<file path="config.mk">
export PLATFORM = sky130hd
export DESIGN_NAME = uart_rx_fifo
export DESIGN_NICKNAME = d
export VERILOG_FILES = /design/src/rtl/uart_rx_fifo.sv
export SDC_FILE = /design/constraint.sdc
export NUM_CORES = 1
export LEC_CHECK = 0
export CAP_MARGIN = 25
export CORE_MARGIN = 2
export CORE_UTILIZATION = 55
export DETAILED_ROUTE_END_ITERATION = 8
export DONT_BUFFER_PORTS = 1
export GPL_TIMING_DRIVEN = 0
export HOLD_SLACK_MARGIN = 0.02
export PLACE_DENSITY = 0.71
export SLEW_MARGIN = 20
export SYNTH_ARGS = -nofsm -noshare
export SYNTH_HDL_FRONTEND = slang
export SYNTH_SLANG_ARGS = --single-unit
</file>
<file path="constraint.sdc">
create_clock -name clk_clk -period 3.15 [get_ports clk_clk]
set_input_delay 0.945 -clock clk_clk [delete_from_list [all_inputs] [get_ports clk_clk]]
set_output_delay 0.945 -clock clk_clk [all_outputs]
set_load 0.01 [all_outputs]
</file>
<file path="src/rtl/uart_rx_fifo.sv">
// Asynchronous serial receiver with per-frame parity/framing checks, feeding a
// show-ahead FIFO whose entries carry the data word plus its two error flags.
module uart_rx_fifo #(
    parameter int unsigned DATA_BITS    = 8,
    parameter int unsigned CLKS_PER_BIT = 434,
    parameter int unsigned FIFO_DEPTH   = 8
) (
    input  logic                          clk_clk,
    input  logic                          reset_reset,
    input  logic                          rxd,
    input  logic [1:0]                    parity_mode,
    input  logic                          stop_bits,
    input  logic                          rd_en,
    output logic [DATA_BITS-1:0]          rd_data,
    output logic                          rd_valid,
    output logic                          rd_parity_err,
    output logic                          rd_frame_err,
    output logic [$clog2(FIFO_DEPTH):0]   fifo_count,
    output logic                          overflow,
    input  logic                          clr_overflow
);

    localparam int unsigned CNT_W  = $clog2(CLKS_PER_BIT);
    localparam int unsigned BIT_W  = $clog2(DATA_BITS);
    localparam int unsigned PTR_W  = $clog2(FIFO_DEPTH);
    localparam int unsigned FCNT_W = PTR_W + 1;
    localparam int unsigned ENT_W  = DATA_BITS + 2;

    localparam logic [CNT_W-1:0]  HALF_CNT = CNT_W'(CLKS_PER_BIT / 2);
    localparam logic [CNT_W-1:0]  LAST_CNT = CNT_W'(CLKS_PER_BIT - 1);
    localparam logic [BIT_W-1:0]  LAST_BIT = BIT_W'(DATA_BITS - 1);
    localparam logic [FCNT_W-1:0] FULL_CNT = FCNT_W'(FIFO_DEPTH);

    typedef enum logic [2:0] {
        IDLE,
        START,
        DATA,
        PARITY,
        STOP1,
        STOP2
    } state_t;

    state_t               state;
    state_t               state_next;
    logic                 rx_meta;
    logic                 rx_sync;
    logic [CNT_W-1:0]     baud_cnt;
    logic [BIT_W-1:0]     bit_idx;
    logic [DATA_BITS-1:0] shift;
    logic [1:0]           mode_q;
    logic                 two_stop_q;
    logic                 parity_err_q;
    logic                 frame_err_q;
    logic                 tick_half;
    logic                 tick_full;
    logic                 parity_on;
    logic                 push;
    logic                 push_frame_err;

    assign tick_half = (baud_cnt == HALF_CNT);
    assign tick_full = (baud_cnt == LAST_CNT);
    assign parity_on = (mode_q == 2'b01) || (mode_q == 2'b10);

    always_ff @(posedge clk_clk) begin
        if (reset_reset) begin
            state <= IDLE;
        end else begin
            state <= state_next;
        end
    end

    always_comb begin
        state_next     = state;
        push           = 1'b0;
        // The sampled stop bit is folded in directly so the push needs no extra cycle.
        push_frame_err = frame_err_q | ~rx_sync;
        case (state)
            IDLE:   if (!rx_sync) state_next = START;
            START:  if (tick_half) state_next = rx_sync ? IDLE : DATA;
            DATA:   if (tick_full && bit_idx == LAST_BIT) state_next = parity_on ? PARITY : STOP1;
            PARITY: if (tick_full) state_next = STOP1;
            STOP1: begin
                if (tick_full) begin
                    if (two_stop_q) begin
                        state_next = STOP2;
                    end else begin
                        push       = 1'b1;
                        state_next = IDLE;
                    end
                end
            end
            STOP2: begin
                if (tick_full) begin
                    push       = 1'b1;
                    state_next = IDLE;
                end
            end
            default: state_next = IDLE;
        endcase
    end

    always_ff @(posedge clk_clk) begin
        if (reset_reset) begin
            rx_meta      <= 1'b1;
            rx_sync      <= 1'b1;
            baud_cnt     <= '0;
            bit_idx      <= '0;
            shift        <= '0;
            mode_q       <= '0;
            two_stop_q   <= 1'b0;
            parity_err_q <= 1'b0;
            frame_err_q  <= 1'b0;
        end else begin
            rx_meta <= rxd;
            rx_sync <= rx_meta;

            if (state == IDLE || (state == START && tick_half) || tick_full) begin
                baud_cnt <= '0;
            end else begin
                baud_cnt <= baud_cnt + CNT_W'(1);
            end

            case (state)
                IDLE: begin
                    if (!rx_sync) begin
                        mode_q       <= parity_mode;
                        two_stop_q   <= stop_bits;
                        parity_err_q <= 1'b0;
                        frame_err_q  <= 1'b0;
                        bit_idx      <= '0;
                    end
                end
                DATA: begin
                    if (tick_full) begin
                        shift   <= {rx_sync, shift[DATA_BITS-1:1]};
                        bit_idx <= bit_idx + BIT_W'(1);
                    end
                end
                PARITY: begin
                    if (tick_full) parity_err_q <= ((^shift) ^ rx_sync) != (mode_q == 2'b10);
                end
                STOP1: begin
                    if (tick_full) frame_err_q <= ~rx_sync;
                end
                default: ;
            endcase
        end
    end

    logic [ENT_W-1:0]  mem [FIFO_DEPTH];
    logic [PTR_W-1:0]  wr_ptr;
    logic [PTR_W-1:0]  rd_ptr;
    logic [FCNT_W-1:0] count;
    logic [ENT_W-1:0]  head;
    logic              do_pop;
    logic              do_push;
    logic              drop;

    assign do_pop  = rd_en && (count != '0);
    assign do_push = push && ((count != FULL_CNT) || do_pop);
    assign drop    = push && !do_push;

    always_ff @(posedge clk_clk) begin
        if (do_push) mem[wr_ptr] <= {parity_err_q, push_frame_err, shift};
    end

    always_ff @(posedge clk_clk) begin
        if (reset_reset) begin
            wr_ptr   <= '0;
            rd_ptr   <= '0;
            count    <= '0;
            overflow <= 1'b0;
        end else begin
            if (do_push) wr_ptr <= wr_ptr + PTR_W'(1);
            if (do_pop)  rd_ptr <= rd_ptr + PTR_W'(1);
            case ({do_push, do_pop})
                2'b10:   count <= count + FCNT_W'(1);
                2'b01:   count <= count - FCNT_W'(1);
                default: count <= count;
            endcase
            if (drop) begin
                overflow <= 1'b1;
            end else if (clr_overflow) begin
                overflow <= 1'b0;
            end
        end
    end

    // Head is masked while empty so the outputs read zero out of reset.
    assign head          = mem[rd_ptr];
    assign rd_valid      = (count != '0);
    assign rd_data       = rd_valid ? head[DATA_BITS-1:0] : '0;
    assign rd_frame_err  = rd_valid ? head[DATA_BITS] : 1'b0;
    assign rd_parity_err = rd_valid ? head[DATA_BITS+1] : 1'b0;
    assign fifo_count    = count;

endmodule

</file>
# ---- After elaboration in Yosys (flattened, before gate mapping)
# Memory sizes are Yosys's and may differ from the RTL's. A register that Yosys moved wholly into a read port is not among the register bits.
# Cells that the tools add are included.
dict set report classes {
  add_sub_neg 6
  n_eq_ne 21
  n_mux 32
  n_bitwise 3
  reduce_logical 25
}
# operator n
set ops {}
lappend ops {{3-bit 2-to-1 mux} 12}
lappend ops {{3-bit case mux with 6 select lines} 1}
lappend ops {{2-bit != test, second input constant} 7}
lappend ops {{1-bit 2-to-1 mux} 12}
lappend ops {{2-bit nonzero test} 5}
lappend ops {{3-bit by 1-bit adder with 3-bit output, second input constant} 3}
lappend ops {{9-bit by 1-bit adder with 9-bit output, second input constant} 1}
lappend ops {{3-bit == test, second input constant} 3}
lappend ops {{9-bit by 8-bit == test with 1-bit output, second input constant} 1}
lappend ops {{9-bit == test, second input constant} 1}
lappend ops {{3-bit AND reduction} 3}
lappend ops {{8-bit 2-to-1 mux} 1}
lappend ops {{4-bit case mux with 2 select lines} 1}
lappend ops {{8-bit XOR reduction} 1}
lappend ops {{3-bit by 2-bit == test with 1-bit output, second input constant} 2}
lappend ops {{1-bit case mux with 2 select lines} 3}
lappend ops {{3-bit case mux with 2 select lines} 1}
lappend ops {{6-bit AND reduction} 1}
lappend ops {{1-bit logical AND} 5}
lappend ops {{4-bit by 1-bit adder with 4-bit output, second input constant} 1}
lappend ops {{2-bit by 1-bit == test with 1-bit output, second input constant} 2}
lappend ops {{2-bit == test, second input constant} 2}
lappend ops {{1-bit logical OR} 4}
lappend ops {{4-bit != test, second input constant} 1}
lappend ops {{12 further kinds} 13}
dict set report word_totals {
  register_bits 41
  mem_bits_rw 80
  in_bits 8
  wordCells 102
  n_memories 1
}
# name depth width read_ports rd_ports_with_merged_regs wr line
set memory_table {}
lappend memory_table {mem 8 10 1 1 1 150} ;# logic [ENT_W-1:0] mem [FIFO_DEPTH];

# ---- Logic depth before layout (Yosys ltp)
# Gate-level depths: netlist of the first run.
dict set report logic_depth {
  ltp_word 7
  ltp_mapped 12
  ltp_nobuf 12
}

# ---- Worst setup path before layout of the first run
# OpenSTA, ideal clock, no wires.
dict set report synth_path {
  path_type {input -> register}
  from {in rd_en}
  to {mem mem[0][0] in the netlist's numbering, enable pin}
  setup_time_ns 0.390
  arrival_ns 2.256
  path_slack_ns 0.504
  cell_stages 4
  path_buffers 0
  cell_sequence {nand2b_1 > nor4_2 > or3_1 > nor3_1}
}
dict set report synth_via {
  elab_chain_cells 5
}
# item line
set synth_rtl {}
lappend synth_rtl {{start, declared} 13} ;# input logic rd_en,
lappend synth_rtl {{1-bit logical AND} 159} ;# assign do_pop = rd_en && (count != '0);
lappend synth_rtl {{1-bit logical OR} 160} ;# assign do_push = push && ((count != FULL_CNT) || do_pop);
lappend synth_rtl {{1-bit logical AND} 160}
lappend synth_rtl {{1-bit 2-to-1 mux} 164} ;# if (do_push) mem[wr_ptr] <= {parity_err_q, push_frame_err, shift};
lappend synth_rtl {{1-bit 2-to-1 mux (not written as such)} 164}
lappend synth_rtl {{end, declared} 150}
# No other way between the ends.

==> impl_metrics.yaml, run 1 <==
die:
  core_sq_um: 9240
  start_util_pct: 56.5
  dieArea_sq_um: 10300
  die_h_um: 101
  io_pins: 24
  die_width_um: 101
  row_count: 35
power:
  p_int_w: 0.00352
  ir_worst_vdd_mv: 0.398
  clockPowerShare_pct: 45.4
  powerDensity_nw_per_um2: 774
  p_sw_w: 0.00121
  p_seq_share_pct: 38.6
  total_leakage_power_nw: 2.02
  p_sw_share_pct: 25.6
  p_comb_share_pct: 16.0
finish:
  final_common_cell: "edfxtp_1"
  final_cell_mix: "edfxtp_1, dfxtp_1, nor2_1"
  n_fill_cell: 663
  final-instance-count-excl-fill: 556
  area_growth_pct: 17.2
  post-route-util_pct: 66.2
  antenna_cells: 0
  final_layout_size_suffix_gt1_share_pct: 18.0
  fin_nets: 432
clock_network:
  clk_pin_slew_worst_paths_ns: 0.06
  holdBufCountCts: 0
  cts_buffer_depth: 2
  post_cts.repair.setup_buffers: 0
  insertion_delay_ns: 0.51
  cts_num_sinks: 124
  cts_tree: "built"
  post_cts_resized: 1
  cts_root_buffer: "clkbuf_8"
  cts_max_level: 4
  cts_buffers: 17
synth:
  synth_seq_cells: 124
  synth_simple_gate_area_share_pct: 13.3
  syn_inst: 388
  yosysTopAreaCellShare_pct: 46.0
  synth_edf_count: 80
  synth_ff_type: "edfxtp_1"
  syn_avg_cell_area_sq_um: 13.4
  syn_area_sq_um: 5220
  synthesis.nets: 406
  synthMuxAreaShare_pct: 11.1
  synth_compound_area_share_pct: 4.68
  yosys.area_share.xor_xnor_pct: 3.36
  synthTopCellsByArea: "edfxtp_1, dfxtp_1, mux4_2"
  synth_fa_ha_area_share_pct: 2.54
  synthDistinctLibCells: 47
  yosys_warnings: 0
  synth_area_leader_cell: "edfxtp_1"
  async_flop_share_pct: 0
  synth_top_family_by_area: "simple AND/OR/NAND/NOR gates"
  seq_area_frac_synth_pct: 62.9
min_path:
  whs_path_depth: 1
  hp-start: "rx_meta$_SDFF_PP1_"
  hold_end: "rx_sync$_SDFF_PP1_"
  hold_path.class: "reg -> reg"
timing:
  finalSetupViolations: 0
  fin_skew_ns: 0.00783
  fmax_mhz: 327
  tns_ns: 0
  period_needed_ns: 3.06
  finalCritPeriodShare_pct: 97.2
  hold_viol_final: 0
  worstMarginPinSlew_ns: 0.975
  slew_headroom_pct: 34.8
  rsz0062_at_grt: "false"
  slew_violations: 0
global_route:
  grt_start_max_net_pins: 17
  grt-ovfl-total: 0
  grt_pass1_wl_mm: 16.0
  grt.busiest_layer: "met2"
  gr-usage-all-layers_pct: 21.7
  grtUsageMet2_pct: 37.1
  antenna_found_initial: 0
  grt_pass1_vias: 3158
  use_met3_pct: 6.56
  met1_usage_pct: 25.6
critical_path:
  cp_slowest_cell: "clkbuf_1"
  cpPeakStageDelay_ns: 0.52
  r2r_end: "mem[3][3]$_DFFE_PP_"
  setup.worst_path.end_class: "output pin"
  worst-path-max-fanout: 10
  r2r_slack_ns: 0.41
  rr_startpoint: "baud_cnt[0]$_SDFF_PP0_"
  cp_data_arrival_time_ns: 2.12
  worstSetupPathType: "reg -> out"
  start_kind: "register"
  path_cells: "clkbuf_1 -> mux4_2 -> mux2i_1 -> nor2_1"
  cp.required_ns: 2.20
  rr_worst_depth: 6
run_status:
  status: "completed"
route:
  via_per_inst: 5.69
  wl_per_cell_um: 18.2
  num_vias: 3163
  ant_nets: 0
  totalWireLength_mm: 10.1
  drcViolationCount: 0
  drtPass1Iterations: 5
  drtIter0Drc: 235
placed_design:
  placedCellCount: 522
  gp_congestion: 0.841
  dp_hpwl_mm: 6.55
  numPortBuffers: 0
flow_run:
  max-cap-violations: 0
Yosys cell counts (3+ instances only):
library cell  count
nor2_1           43
nor3_1            9
mux4_2           20
or3_1             4
dfxtp_1          44
nor4_2            3
edfxtp_1         80
nand2b_1          9
o21ai_0           7
mux2i_1          13
nand4_1           3
a21oi_1          23
nand2_1          34
clkbuf_1         12
inv_1             5
xor2_1            4
buf_2             4
or2_2             3
xnor2_1          16
nand3_1           7
ha_1              9
area by class of cell:
cell class / count / area [sq um] / share of cell area [%]
flip-flops and latches: 124 / 3280 / 53.7
multi-input cells: 239 / 1840 / 30.1
clock buffers: 17 / 414 / 6.77
clock inverters: 15 / 244 / 3.99
well taps: 129 / 161 / 2.64
plain buffers: 18 / 86.3 / 1.41
repair buffers: 7 / 60.1 / 0.982
inverters: 7 / 26.3 / 0.430
worst max path at each step:
stage                      startpoint             endpoint  cells after the start
2_1_floorplan                   rd_en  mem[0][0]$_DFFE_PP_                      4
3_3_place_gp   baud_cnt[0]$_SDFF_PP0_  mem[0][5]$_DFFE_PP_                      5
3_5_place_dp   baud_cnt[0]$_SDFF_PP0_  mem[2][5]$_DFFE_PP_                      5
4_1_cts                      register           rd_data[6]                      4
5_1_grt                      register           rd_data[6]                      4
6_report                     register           rd_data[6]                      4
critical path: cells and delay by family (launching register included):
family,cells,cell delay [ns]
flops,1,0.34
mux,2,0.62
simple gates,1,0.13
buf+inv,1,0.52
logic make-up after synthesis:
group / Yosys count
AO/OA/AOI/OAI: 42
XOR/XNOR: 20
adder cells (fa/ha/maj): 10
buffers and inverters: 25
flip-flops: 124
multiplexers: 33
AND/OR/NAND/NOR: 134
sequential cells by signal, summed over array words and instances (netlist names), named ones only:
name and flops:
mem 80, baud_cnt 9, shift 8, fifo_count 4
bit_idx 3, rd_ptr 3, state 3, wr_ptr 3
mode_q 2, frame_err_q 1, overflow 1, parity_err_q 1
rx_meta 1, rx_sync 1, two_stop_q 1
per-layer routing:
metal / wire (um) / vias to the layer above / share of wire (%)
met5: 0 / - / 0
met4: 116 / 0 / 1.1
met3: 636 / 13 / 6.3
met2: 5290 / 96 / 52
met1: 4100 / 1563 / 40
li1: - / 1491 / -
through the flow:
stage          area, sq um  setup slack (ns)  hold slack, ns  power (W)
6_report              6110            0.0881           0.408    0.00473
5_1_grt               6110           0.00405           0.418    0.00491
2_1_floorplan         5220             0.504           0.389    0.00246
4_1_cts               6090          0.000649           0.411    0.00476
3_3_place_gp          5380            -0.232           0.397    0.00259
3_5_place_dp          5430             0.280           0.397    0.00262
power by group through the flow:
stage,clock network [W],logic (W),registers [W]
floorplan,0,0.000617,0.00184
global placement,0,0.000741,0.00185
detailed placement,0,0.000758,0.00186
CTS,0.00218,0.000762,0.00182
global route,0.00224,0.000837,0.00183
finish,0.00215,0.000756,0.00183
Note: power is estimated with default switching activity, not from simulation.
==> inputs of run 2 (changes only) <==
==> constraint.sdc (replaced) <==
create_clock -name clk_clk -period 3.15 [get_ports clk_clk]
set_input_delay 0.315 -clock clk_clk [delete_from_list [all_inputs] [get_ports clk_clk]]
set_output_delay 0.315 -clock clk_clk [all_outputs]
set_load 0.01 [all_outputs]
==> run 2 against run 1 <==
First-iteration DRC count up 14%; routed wire length about the same; power hardly changed; register-to-register slack is essentially flat; clock-buffer cell count did not move; critical path depth is 2 higher; highest routed layer unchanged; global-route usage increased by 0.13 points.
==> impl_metrics.yaml, run 2 (same netlist as run 1, synthesis figures left out) <==
finish:
  final_cell_mix: "edfxtp_1, dfxtp_1, nor2_1"
  reg.largest.list: "mem: 80 flops, baud_cnt: 9 flops, shift: 8 flops"
  regMostFlops: "mem"
  final_area_sq_um: 6160
  largest_reg_flops: 80
  antenna_cells: 0
  area_growth_pct: 18.0
  fin_nets: 437
  final_layout_size_suffix_gt1_share_pct: 17.6
  final_common_cell: "edfxtp_1"
  final-instance-count-excl-fill: 561
clock_network:
  post_cts.repair.setup_buffers: 0
  cts_max_level: 4
  cts_buffer_depth: 2
  post_cts_resized: 0
  clk_pin_slew_worst_paths_ns: 0.06
  cts_buffers: 17
  cts_num_sinks: 124
  insertion_delay_ns: 0.52
  cts_tree: "built"
  cts_root_buffer: "clkbuf_8"
route:
  wl_per_cell_um: 18.1
  ant_nets: 0
  num_vias: 3139
  drtIter0Drc: 267
  via_per_inst: 5.60
  drtPass1Iterations: 4
  totalWireLength_mm: 10.1
  drcViolationCount: 0
global_route:
  grt-ovfl-total: 0
  grt_start_max_net_pins: 17
  antenna_found_initial: 0
  grt_pass1_vias: 3192
  grt_pass1_wl_mm: 16.1
  gr-usage-all-layers_pct: 21.8
critical_path:
  setup.worst_path.end_class: "register"
  rr_worst_depth: 6
  worst-path-max-fanout: 10
  rr_startpoint: "baud_cnt[0]$_SDFF_PP0_"
  cp.required_ns: 3.29
  r2r_slack_ns: 0.41
  cp_data_arrival_time_ns: 2.87
  worstSetupPathType: "reg -> reg"
  r2r_end: "mem[3][3]$_DFFE_PP_"
  start_kind: "register"
placed_design:
  gp_congestion: 0.841
  dp_worst_setup_slack_ns: 0.280
  dp_hpwl_mm: 6.55
  placedCellCount: 522
  dpl_cell_area_sq_um: 5430
  numPortBuffers: 0
min_path:
  whs_path_depth: 4
  hold_end: "overflow$_SDFFE_PP0P_"
  hp-start: "rd_en"
  hold_path.class: "in -> reg"
timing:
  slew_violations: 0
  period_needed_ns: 2.74
  hold_viol_final: 0
  slew_headroom_pct: 35.2
  fin_ws_ns: 0.414
  fmax_mhz: 365
  finalCritPeriodShare_pct: 86.9
  tns_ns: 0
  fin_skew_ns: 0.00690
  finalHoldWorstSlack_ns: 0.209
  finalSetupViolations: 0
  worstMarginPinSlew_ns: 0.969
  rsz0062_at_grt: "false"
power:
  p_int_w: 0.00352
  p_comb_share_pct: 16.0
  clockPowerShare_pct: 45.4
  powerDensity_nw_per_um2: 768
  p_seq_share_pct: 38.6
  p_sw_share_pct: 25.6
  p_sw_w: 0.00121
  total_leakage_power_nw: 2.04
  ir_worst_vdd_mv: 0.397
flow_run:
  max-cap-violations: 0
die:
  dieArea_sq_um: 10300
  io_pins: 24
  start_util_pct: 56.5
  die_h_um: 101
  core_sq_um: 9240
  die_width_um: 101
  row_count: 35
run_status:
  status: "completed"
==> run 2: cell count changes in the layout (fill, tap and decap cells not counted), sizes merged <==
| cell | previous run | this run |
|---|---|---|
| dlygate4sd3 | 0 | 5 |
| buf | 11 | 13 |
| clkbuf | 31 | 29 |
==> run 2: area by class of cell <==
class | instances | area, sq um
timing repair buffer | 12 | 110
sequential | 124 | 3280
buffer | 18 | 80.1
clock inverter | 15 | 244
clock buffer | 17 | 414
multi-input combinational | 239 | 1840
tap | 129 | 161
inverter | 7 | 26.3
fill | 652 | 3080
==> run 2: worst max-delay path by stage <==
stage                                 startpoint             endpoint  slack, ns  cells after the start
after floorplan           baud_cnt[0]$_SDFF_PP0_  mem[0][0]$_DFFE_PP_       0.57                      5
after global placement    baud_cnt[0]$_SDFF_PP0_  mem[0][5]$_DFFE_PP_      -0.23                      5
after detailed placement  baud_cnt[0]$_SDFF_PP0_  mem[2][5]$_DFFE_PP_       0.28                      5
after CTS                 baud_cnt[0]$_SDFF_PP0_  mem[2][8]$_DFFE_PP_       0.25                      5
after global routing      baud_cnt[0]$_SDFF_PP0_  mem[3][9]$_DFFE_PP_       0.24                      6
final                     baud_cnt[0]$_SDFF_PP0_  mem[3][3]$_DFFE_PP_       0.41                      6
==> run 2: what timing repair did <==
item,CTS,global route
endpoints found under the setup margin,0,0
hold endpoints to repair,5,0
hold buffers,5,0
==> run 2: power groups by stage <==
| stage | combinational, W | clock [W] | sequential (W) |
|---|---|---|---|
| floorplan | 0.000617 | 0 | 0.00184 |
| global placement | 0.000741 | 0 | 0.00185 |
| detailed placement | 0.000758 | 0 | 0.00186 |
| CTS | 0.000766 | 0.00218 | 0.00182 |
| global route | 0.000838 | 0.00224 | 0.00183 |
| finish | 0.000757 | 0.00215 | 0.00183 |
==> run 2: metrics by stage <==
step                total power [W]  util (%)
CTS                         0.00477      66.5
detailed placement          0.00262      58.8
floorplan                   0.00246         -
global route                0.00491      66.6
global placement            0.00259      58.2
finish                      0.00473      66.6
==> run 2: worst max-delay path, stage by stage, from the launching register on <==
cell and delay (ns):
dfxtp_1 0.37, ha_1 0.22, and4bb_1 0.26, o2111ai_2 0.30
nor2_1 0.27, nand2_1 0.16, nor2_1 0.77
==> run 2: metal layers <==
| metal | GRT usage, % | part of all wire [%] | routed length (um) | vias up |
|---|---|---|---|---|
| li1 | - | - | - | 1499 |
| met1 | 25.8 | 41 | 4160 | 1534 |
| met2 | 37.4 | 52 | 5260 | 93 |
| met3 | 6.56 | 5.6 | 571 | 13 |
| met4 | 8.84 | 1.5 | 154 | 0 |
| met5 | 0 | 0 | 0 | - |
==> inputs of run 3 (changes only) <==
CORE_UTILIZATION = 46   (was 55)
PLACE_DENSITY = 0.62   (was 0.71)
==> run 3 against run 2 <==
Largest power group is now sequential cells; sequential power barely moved; clock power is 20% lower; clock skew rose by 0.0032 ns; via count down 3.4%; die area up 19%; critical endpoint is now mem[6][9]$_DFFE_PP_; global-route usage decreased by 4.5 points; critical path type unchanged.
==> impl_metrics.yaml, run 3 (same netlist as run 1, synthesis figures left out) <==
clock_network:
  cts_buffer_depth: 2
  cts_buffers: 17
  holdBufCountCts: 1
  cts_max_level: 4
  post_cts.repair.setup_buffers: 0
  post_cts_resized: 0
  cts_num_sinks: 124
  insertion_delay_ns: 0.40
  clk_pin_slew_worst_paths_ns: 0.05
  cts_tree: "built"
  cts_root_buffer: "clkbuf_16"
timing:
  slew_headroom_pct: 39.9
  finalSetupViolations: 0
  finalHoldWorstSlack_ns: 0.0511
  finalCritPeriodShare_pct: 86.6
  fin_skew_ns: 0.0101
  period_needed_ns: 2.73
  slew_violations: 0
  worstMarginPinSlew_ns: 0.902
  fmax_mhz: 367
  hold_viol_final: 0
  rsz0062_at_grt: "false"
finish:
  fin_nets: 433
  final_common_cell: "edfxtp_1"
  post-route-util_pct: 55.0
  final_area_sq_um: 6020
  reg.largest.list: "mem: 80 flops, baud_cnt: 9 flops, shift: 8 flops"
  n_fill_cell: 936
  area_growth_pct: 15.3
  final-instance-count-excl-fill: 567
  largest_reg_flops: 80
  antenna_cells: 0
  final_layout_size_suffix_gt1_share_pct: 18.3
  regMostFlops: "mem"
  final_cell_mix: "edfxtp_1, dfxtp_1, nor2_1"
power:
  p_seq_share_pct: 42.5
  clockPowerShare_pct: 39.9
  p_sw_share_pct: 27.0
  p_int_w: 0.00314
  total_leakage_power_nw: 1.97
  ir_worst_vdd_mv: 0.433
  power.total_w: 0.00430
  p_comb_share_pct: 17.6
  p_sw_w: 0.00116
  powerDensity_nw_per_um2: 714
critical_path:
  worstSetupPathType: "reg -> reg"
  rr_startpoint: "baud_cnt[0]$_SDFF_PP0_"
  cpPeakStageDelay_ns: 0.54
  setup.worst_path.end_class: "register"
  cp_slowest_cell: "or3_1"
  rr_worst_depth: 6
  cp_num_buf_inv: 1
  r2r_slack_ns: 0.42
  crit_family: "simple AND/OR/NAND/NOR gates"
  r2r_end: "mem[6][9]$_DFFE_PP_"
  worst-path-max-fanout: 8
  cp_data_arrival_time_ns: 2.84
  path_cells: "ha_1 -> and4bb_1 -> o2111ai_2 -> or3_1 -> nor2_1 -> buf_4"
  cp.required_ns: 3.26
  start_kind: "register"
min_path:
  hp-start: "parity_mode[0]"
  hold_path.class: "in -> reg"
  whs_path_depth: 2
  hold_end: "mode_q[0]$_SDFFE_PP0P_"
global_route:
  grt_pass1_vias: 3121
  gr-usage-all-layers_pct: 17.4
  grt-ovfl-total: 0
  grt_start_max_net_pins: 17
  antenna_found_initial: 0
  grt_pass1_wl_mm: 16.2
die:
  io_pins: 24
  dieArea_sq_um: 12200
  die_width_um: 111
  start_util_pct: 47.7
  core_sq_um: 10900
  die_h_um: 111
  row_count: 38
route:
  drtIter0Drc: 144
  via_per_inst: 5.35
  wl_per_cell_um: 17.2
  num_vias: 3032
  totalWireLength_mm: 9.73
  ant_nets: 0
  drtPass1Iterations: 4
  drcViolationCount: 0
placed_design:
  dpl_cell_area_sq_um: 5470
  placedCellCount: 534
  gp_congestion: 0.801
  numPortBuffers: 0
  dp_hpwl_mm: 6.60
flow_run:
  max-cap-violations: 0
run_status:
  status: "completed"
run 3: changes by cell type in the layout (fill, tap and decap cells not counted), sizes merged:
cell	change
bufinv	-5
clkinv	+4
dlygate4sd3	-4
clkinvlp	+2
inv	-2
run 3: how the worst max path moves through the flow:
stage                                to  cells past startpoint              startpoint
floorplan           mem[0][0]$_DFFE_PP_                      5  baud_cnt[0]$_SDFF_PP0_
global placement    mem[0][1]$_DFFE_PP_                      5  baud_cnt[0]$_SDFF_PP0_
detailed placement  mem[6][1]$_DFFE_PP_                      5  baud_cnt[0]$_SDFF_PP0_
CTS                 mem[6][2]$_DFFE_PP_                      5  baud_cnt[0]$_SDFF_PP0_
global route        mem[6][9]$_DFFE_PP_                      6  baud_cnt[0]$_SDFF_PP0_
finish              mem[6][9]$_DFFE_PP_                      6  baud_cnt[0]$_SDFF_PP0_
run 3: per-stage QoR:
step / setup WS (ns) / setup TNS, ns
3_3_place_gp: -0.280 / -4.36
3_5_place_dp: 0.226 / 0
2_1_floorplan: 0.573 / 0
5_1_grt: 0.255 / 0
6_report: 0.423 / 0
4_1_cts: 0.211 / 0
run 3: worst reg2reg max path, stage by stage, from the launching register on:
cell and delay, ns:
dfxtp_1 0.37, ha_1 0.22, and4bb_1 0.25, o2111ai_2 0.28, or3_1 0.54, nor2_1 0.51, buf_4 0.27
run 3: final cells by class:
class | instances | area (sq um) | area share [%]
clock inverters | 14 | 106 | 1.77
well taps | 140 | 175 | 2.91
inverters | 7 | 26.3 | 0.437
multi-input cells | 239 | 1840 | 30.6
clock buffers | 17 | 425 | 7.07
repair buffers | 8 | 81.3 | 1.35
plain buffers | 18 | 80.1 | 1.33
flip-flops and latches | 124 | 3280 | 54.6
run 3: power groups by stage:
stage          logic [W]  registers (W)  clock network, W
3_5_place_dp    0.000770        0.00186                 0
6_report        0.000757        0.00182           0.00171
5_1_grt         0.000846        0.00183           0.00183
2_1_floorplan   0.000617        0.00184                 0
4_1_cts         0.000777        0.00183           0.00175
3_3_place_gp    0.000756        0.00186                 0
run 3: per-layer routing:
metal	routed length, um	vias up	GRT usage [%]
met4	125	0	6.50
met3	407	12	4.83
met1	4460	1469	22.3
met5	0	-	0
li1	-	1485	-
met2	4740	66	28.2
